## src/rtl/mem_port_arbiter.sv

```systemverilog
// rtl/mem_port_arbiter.sv - arbiter sharing one memory port between instruction fetch and load/store
module mem_port_arbiter #(
  parameter int ADDR_W = 32,
  parameter int DATA_W = 32
) (
  input  logic                clk,
  input  logic                rst_n,
  input  logic                if_req,
  input  logic [ADDR_W-1:0]   if_addr,
  output logic [DATA_W-1:0]   if_rdata,
  output logic                if_ready,
  input  logic                d_read,
  input  logic                d_write,
  input  logic [ADDR_W-1:0]   d_addr,
  input  logic [DATA_W-1:0]   d_wdata,
  input  logic [DATA_W/8-1:0] d_wstrb,
  output logic [DATA_W-1:0]   d_rdata,
  output logic                d_ready,
  output logic                mem_req,
  output logic                mem_we,
  output logic [ADDR_W-1:0]   mem_addr,
  output logic [DATA_W-1:0]   mem_wdata,
  output logic [DATA_W/8-1:0] mem_wstrb,
  input  logic [DATA_W-1:0]   mem_rdata,
  input  logic                mem_ack,
  output logic                stall_if,
  output logic                stall_mem
);

  localparam logic [1:0] IDLE    = 2'd0;
  localparam logic [1:0] BUSY_IF = 2'd1;
  localparam logic [1:0] BUSY_D  = 2'd2;

  localparam logic GRANT_FETCH = 1'b0;
  localparam logic GRANT_DATA  = 1'b1;

  logic [1:0] state;
  logic       last_grant;
  logic       dv;
  logic       iv;
  logic       pick_d;
  logic       pick_i;

  // A requester being released this cycle must not be granted again on the same edge.
  assign dv = (d_read | d_write) & ~d_ready;
  assign iv = if_req & ~if_ready;

  // On a tie the requester that did not win last time goes first.
  assign pick_d = dv & (~iv | (last_grant == GRANT_FETCH));
  assign pick_i = iv & ~pick_d;

  assign mem_req   = (state != IDLE);
  assign stall_mem = dv;
  assign stall_if  = iv | dv;

  always_ff @(posedge clk or negedge rst_n) begin
    if (!rst_n) begin
      state      <= IDLE;
      last_grant <= GRANT_FETCH;
      mem_we     <= 1'b0;
      mem_addr   <= '0;
      mem_wdata  <= '0;
      mem_wstrb  <= '0;
      if_ready   <= 1'b0;
      d_ready    <= 1'b0;
      if_rdata   <= '0;
      d_rdata    <= '0;
    end else begin
      if_ready <= 1'b0;
      d_ready  <= 1'b0;
      case (state)
        IDLE: begin
          if (pick_d) begin
            state      <= BUSY_D;
            last_grant <= GRANT_DATA;
            mem_addr   <= d_addr;
            mem_we     <= d_write;
            mem_wdata  <= d_wdata;
            mem_wstrb  <= d_write ? d_wstrb : '0;
          end else if (pick_i) begin
            state      <= BUSY_IF;
            last_grant <= GRANT_FETCH;
            mem_addr   <= if_addr;
            mem_we     <= 1'b0;
            mem_wstrb  <= '0;
          end
        end
        BUSY_IF: begin
          if (mem_ack) begin
            state    <= IDLE;
            if_ready <= 1'b1;
            if_rdata <= mem_rdata;
          end
        end
        BUSY_D: begin
          if (mem_ack) begin
            state   <= IDLE;
            d_ready <= 1'b1;
            if (!mem_we) begin
              d_rdata <= mem_rdata;
            end
          end
        end
        default: state <= IDLE;
      endcase
    end
  end

endmodule
```

## config.mk

```make
export PLATFORM = sky130hd
export DESIGN_NAME = mem_port_arbiter
export DESIGN_NICKNAME = d
export VERILOG_FILES = /design/src/rtl/mem_port_arbiter.sv
export SDC_FILE = /design/constraint.sdc
export NUM_CORES = 1
export LEC_CHECK = 0
export ABC_AREA = 1
export CORE_MARGIN = 2
export CORE_UTILIZATION = 41
export CTS_CLUSTER_DIAMETER = 50
export DETAILED_ROUTE_END_ITERATION = 10
export GPL_TIMING_DRIVEN = 0
export PLACE_DENSITY = 0.81
export SLEW_MARGIN = 20
export SYNTH_ARGS = -nofsm -noshare
export SYNTH_HDL_FRONTEND = slang
export SYNTH_SLANG_ARGS = --single-unit
```

## constraint.sdc

```tcl
create_clock -name clk -period 1.7 [get_ports clk]
set_clock_uncertainty 0.1 [all_clocks]
set_input_delay 0.51 -clock clk [delete_from_list [all_inputs] [get_ports clk]]
set_output_delay 0.51 -clock clk [all_outputs]
set_load 0.02 [all_outputs]
```

Word-level counts from Yosys, hierarchy flattened
Index checks and enable logic that the tools add are counted.
W data, S select, Z words.

storage, ports and cells
  output and inout bits = 138
  word-level logic and storage cells = 51
  bits of input ports = 138
  register bits after elaboration = 138

cells by class
  multiplexer cells = 15
  equality and inequality tests = 4
  bitwise operators = 13
  reductions and logical operators = 9

operators with widths
  operator              number
  $mux W32              2
  $mux W4               3
  $reduce_and A2 Y1     4
  $mux W1               6
  $mux W2               3
  $not A1 Y1            6
  $and A1 B1 Y1         4
  $pmux W2 S2           1
  $reduce_bool A2 Y1    2
  $ne A3 B3 Y1 const B  1
  $or A1 B1 Y1          3
  $reduce_and A3 Y1     1
  $eq A2 B1 Y1 const B  1
  $eq A2 B2 Y1 const B  1
  $logic_not A2 Y1      1
  $ne A2 B1 Y1 const B  1
  $reduce_or A2 Y1      1

Logic depth before layout (Yosys ltp)
Gate-level depths: netlist (run 1).

  depth after elaboration = 10
  mapped depth = 8
  mapped depth without buffers = 7

Least setup slack after synthesis (run 1)
OpenSTA, ideal clock, no wires.

  path type = register to register
  start point = register d_ready
  end point = register last_grant
  setup time = 0.130 ns
  setup slack = 0.090 ns
  required time = 1.470 ns
  path buffers = 2
  arrival = 1.380 ns
  stages on the path, launching flop included = 8
  clock period less this slack = 1.610 ns
  path through = dfrtp_1 > o21bai_1 > nand2_1 > nand2_1 > buf_2 > buf_2 > nand2_1 > nand2_1

between the ends
  cells in the longest elaborated chain, start to end = 7
  elaborated cells on any way between the ends = 8
  classes of those cells = 1 x mux; 5 x bitwise; 2 x reduce/logical

RTL lines
  what                          line  RTL
  start, declared               18    output logic d_ready,
  start signal, assigned        65    d_ready <= 1'b0;
  start signal, assigned        70    d_ready <= 1'b0;
  start signal, assigned        98    d_ready <= 1'b1;
  $not A1 Y1 (*)                45    assign dv = (d_read | d_write) & ~d_ready;
  $and A1 B1 Y1 (*)             45
  $and A1 B1 Y1 (*)             49    assign pick_d = dv & (~iv | (last_grant == GRANT_FETCH));
  $not A1 Y1                    50    assign pick_i = iv & ~pick_d;
  $and A1 B1 Y1                 50
  $reduce_bool A2 Y1 (no line)  n/a
  $reduce_and A2 Y1 (no line)   n/a
  end signal, assigned          59    last_grant <= GRANT_FETCH;
  end signal, assigned          75    last_grant <= GRANT_DATA;
  end signal, assigned          82    last_grant <= GRANT_FETCH;
  end, declared                 38    logic last_grant;

Every way passes the cells marked *; elsewhere a longest branch is shown, timed or not.
A chain may end at the register's enable or synchronous reset.

Worst setup path in the final report (run 1)
  start point = register d_ready
  end point = output stall_if

between the ends
  cells in the longest elaborated chain, start to end = 3

RTL lines
  what           line  RTL
  $not A1 Y1     45
  $and A1 B1 Y1  45
  $or A1 B1 Y1   54    assign stall_if = iv | dv;
  end, declared  26    output logic stall_if,

Every way passes these cells.

==> summary.txt, run 1 <==
Worst setup path
  • Critical path launch point: d_ready
  • Critical path startpoint category: register
  • Cell Chain, Critical Path: o21bai_4 -> nand2_2 -> buf_6
  • Slowest cell on crit path: dfrtp_1
  • Worst EP arrival: 1.21 ns
  • Slowest Stage Delay on Critical Path: 0.42 ns
  • Worst path required time: 1.09 ns
  • Buffers and inverters on the worst path: 1
  • Setup crit end kind: output port
  • Crit-path leading delay family: flip-flops
  • RR Startpoint: state[0]
  • Critical Setup Path Class: register to output port
  • CP Max Fanout: 3

Timing
  • Slew @ Worst Pin: 0.5474 ns
  • Final min period: 1.825 ns
  • Slew Limit Fails: 0
  • Worst hold slack: 0.3431 ns
  • Relative slew slack: 63.51%
  • Fin crit share: 107.3%
  • Finish-stage setup viols: 4
  • Setup TNS: -0.4105 ns
  • RSZ-0062 raised after global routing: true
  • Highest clock rate: 548.0 MHz
  • Worst setup margin: -0.1248 ns
  • Final Hold Viols: 0

Run
  • Max-cap violations: 0

Power and ir drop
  • Total Power: 17.23 mW
  • Worst-case vdd ir drop: 0.001038 V
  • Pleak: 4.786 nW
  • Power Dens Cells: 1894 nW/um^2

Yosys
  • Syn Inst Count: 672
  • Mean Syn Cell Area: 8.442 um^2
  • Seq/Total Area, Yosys: 60.87%
  • Synthesized area: 5673 um^2
  • Register bit count reported by yosys: 138
  • Yosys cell types: 15
  • Ys Warns: 0
  • Syn Nets: 813

Floorplan
  • Number of placement rows: 42
  • # IOs: 276
  • Die X: 121.6 um
  • Die Y: 121.6 um
  • CORE AREA: 13,400 um^2
  • Initial Util: 42.33%
  • Die ar.: 14,790 um^2

Routing
  • Via count: 5,548
  • Antenna Nets Post-Route: 0
  • Routed wire per std cell: 15.73 um
  • Initial DRC count: 201
  • Routed wire length: 18.31 mm
  • DR DRC count: 0
  • DR vias/cell: 4.766
  • Drt first pass iters: 4

Run status
  • Failing checks: negative setup slack
  • Outcome: finished, violations left

Min path
  • HP Start: d_write
  • Min-delay worst type: input pin to register

Finish
  • Post-route design area: 9094 um^2
  • Post-layout util: 67.86%
  • Layout cells sized above 1: 22.67%
  • Nets: 1,117
  • Fill count: 1,117
  • Antenna diode count: 0
  • Post-Layout Cell Count: 1,164
  • Area Growth Syn to Fin: 60.30%

Global route
  • GRT Util Overall: 25.08%
  • Vias in the first global route: 5,627
  • Gr ovfl total: 0
  • Initial antenna violation count: 0
  • Largest net degree at the start of global routing: 73
  • First-pass GRT wire length: 28.38 mm

Clocking
  • CTS Buffer Depth: 2
  • CTS tree: built
  • Reg clk slew, reported paths: 0.05 ns
  • CTS Buf Count: 17
  • Worst-Skew Late Latency: 0.41 ns
  • Max H-tree Level: 4
  • CTS root buf: clkbuf_16
  • Clock Sink Count: 138

Place
  • Dpl hpwl: 13.08 mm
  • Gp weighted congestion: 0.8016
  • DP Cell Count: 1,124
  • Placed Area: 8678 um^2
  • Port-buffer cells: 275
  • Place WS: -1.237 ns
==> final timing paths <==
path | endpoint | slack, ns | cells after the start
min in group asynchronous | d_rdata[26] | 0.55 | 2
max | stall_if | -0.12 | 3
max in group asynchronous | mem_addr[12] | 0.21 | 3
min | mem_wstrb[1] | 0.34 | 3
max reg2reg | d_rdata[13] | 0.11 | 8
min reg2reg | mem_wdata[24] | 0.37 | 2
==> logic make-up after synthesis <==
group	share of synthesized area, %
compound gates	5.867
buf+inv	5.867
fa+ha+maj	0.6617
flops	60.87
simple gates	26.73
==> report_power, final <==
| group | internal (mW) | switching [mW] | total [mW] |
|---|---|---|---|
| clock | 2.11 | 1.34 | 3.45 |
| combinational | 3.08 | 5.03 | 8.11 |
| sequential | 4.82 | 0.845 | 5.67 |
==> synth_stat cells, drive strengths merged <==
master    n  area [um^2]
nand4     1        6.260
ha        3        37.54
buf      17        103.9
o21ai    65        325.3
o21bai    1        7.510
clkbuf   19        71.32
inv      42        157.7
nor2      2        15.01
dfrtp   138         3453
nand2   345         1295
nand3    39        200.2
==> final cells by class <==
| class | count | area, um^2 | area share, % |
|---|---|---|---|
| clock buffer | 24 | 481.7 | 5.297 |
| tap | 176 | 220.2 | 2.422 |
| timing repair buffer | 285 | 2532 | 27.85 |
| buffer | 36 | 240.2 | 2.642 |
| sequential | 138 | 3453 | 37.97 |
| inverter | 42 | 157.7 | 1.734 |
| multi-input combinational | 456 | 1941 | 21.34 |
| clock inverter | 7 | 67.56 | 0.7430 |
==> layout by cell type (no fill, tap or decap), types with 13 or more instances in the layout <==
| cell | Yosys | layout |
|---|---|---|
| o21ai_0 | 65 | 65 |
| clkbuf_2 | 0 | 21 |
| dfrtp_1 | 138 | 138 |
| nand2_1 | 345 | 341 |
| clkdlybuf4s50_1 | 0 | 133 |
| buf_2 | 14 | 73 |
| clkdlybuf4s15_2 | 0 | 57 |
| inv_1 | 41 | 38 |
| buf_4 | 0 | 13 |
| nand3_1 | 38 | 37 |
| clkbuf_16 | 0 | 17 |
==> state kept, by name, indices dropped and copies added, names as in the netlist <==
signal      cells
d_rdata        32
mem_we          1
mem_addr       32
if_ready        1
if_rdata       32
state           2
mem_wdata      32
d_ready         1
last_grant      1
mem_wstrb       4
==> timing repair <==
action	4_1_cts	5_1_grt
pin swaps	5	2
endpoints found under the setup margin	272	174
hold buffers	1	0
hold endpoints to repair	71	0
gates resized for setup	451	114
setup buffers	7	1
==> worst register-to-register path, cell delays in order, from the launching register on <==
cell and delay (ns):
dfrtp_1 0.37, inv_2 0.07, ha_1 0.19, nand2_1 0.05
inv_1 0.05, nand2_2 0.21, clkbuf_2 0.29, nand2_1 0.07
o21ai_0 0.09
==> routing by layer <==
metal	up-vias	share of wire, %	routed length [um]	GRT usage (%)
li1	2687	-	-	-
met1	2607	38	7007	27.81
met2	230	50	9126	44.00
met3	24	10	1849	10.21
met4	0	1.8	321	8.046
met5	-	0	0	0
Power figures use the tool's default switching activity.
==> inputs of run 2 (changes only) <==
Settings changed: CAP_MARGIN set to 40, CTS_CLUSTER_DIAMETER 50 to not set.
==> results of run 2 <==
No change in the layout: final DEF, timing and power equal those of run 1.
==> inputs of run 3 (changes only) <==
Settings changed: CAP_MARGIN 40 to 0.
==> results of run 3 <==
No change in the layout: final DEF, timing and power equal those of run 1.
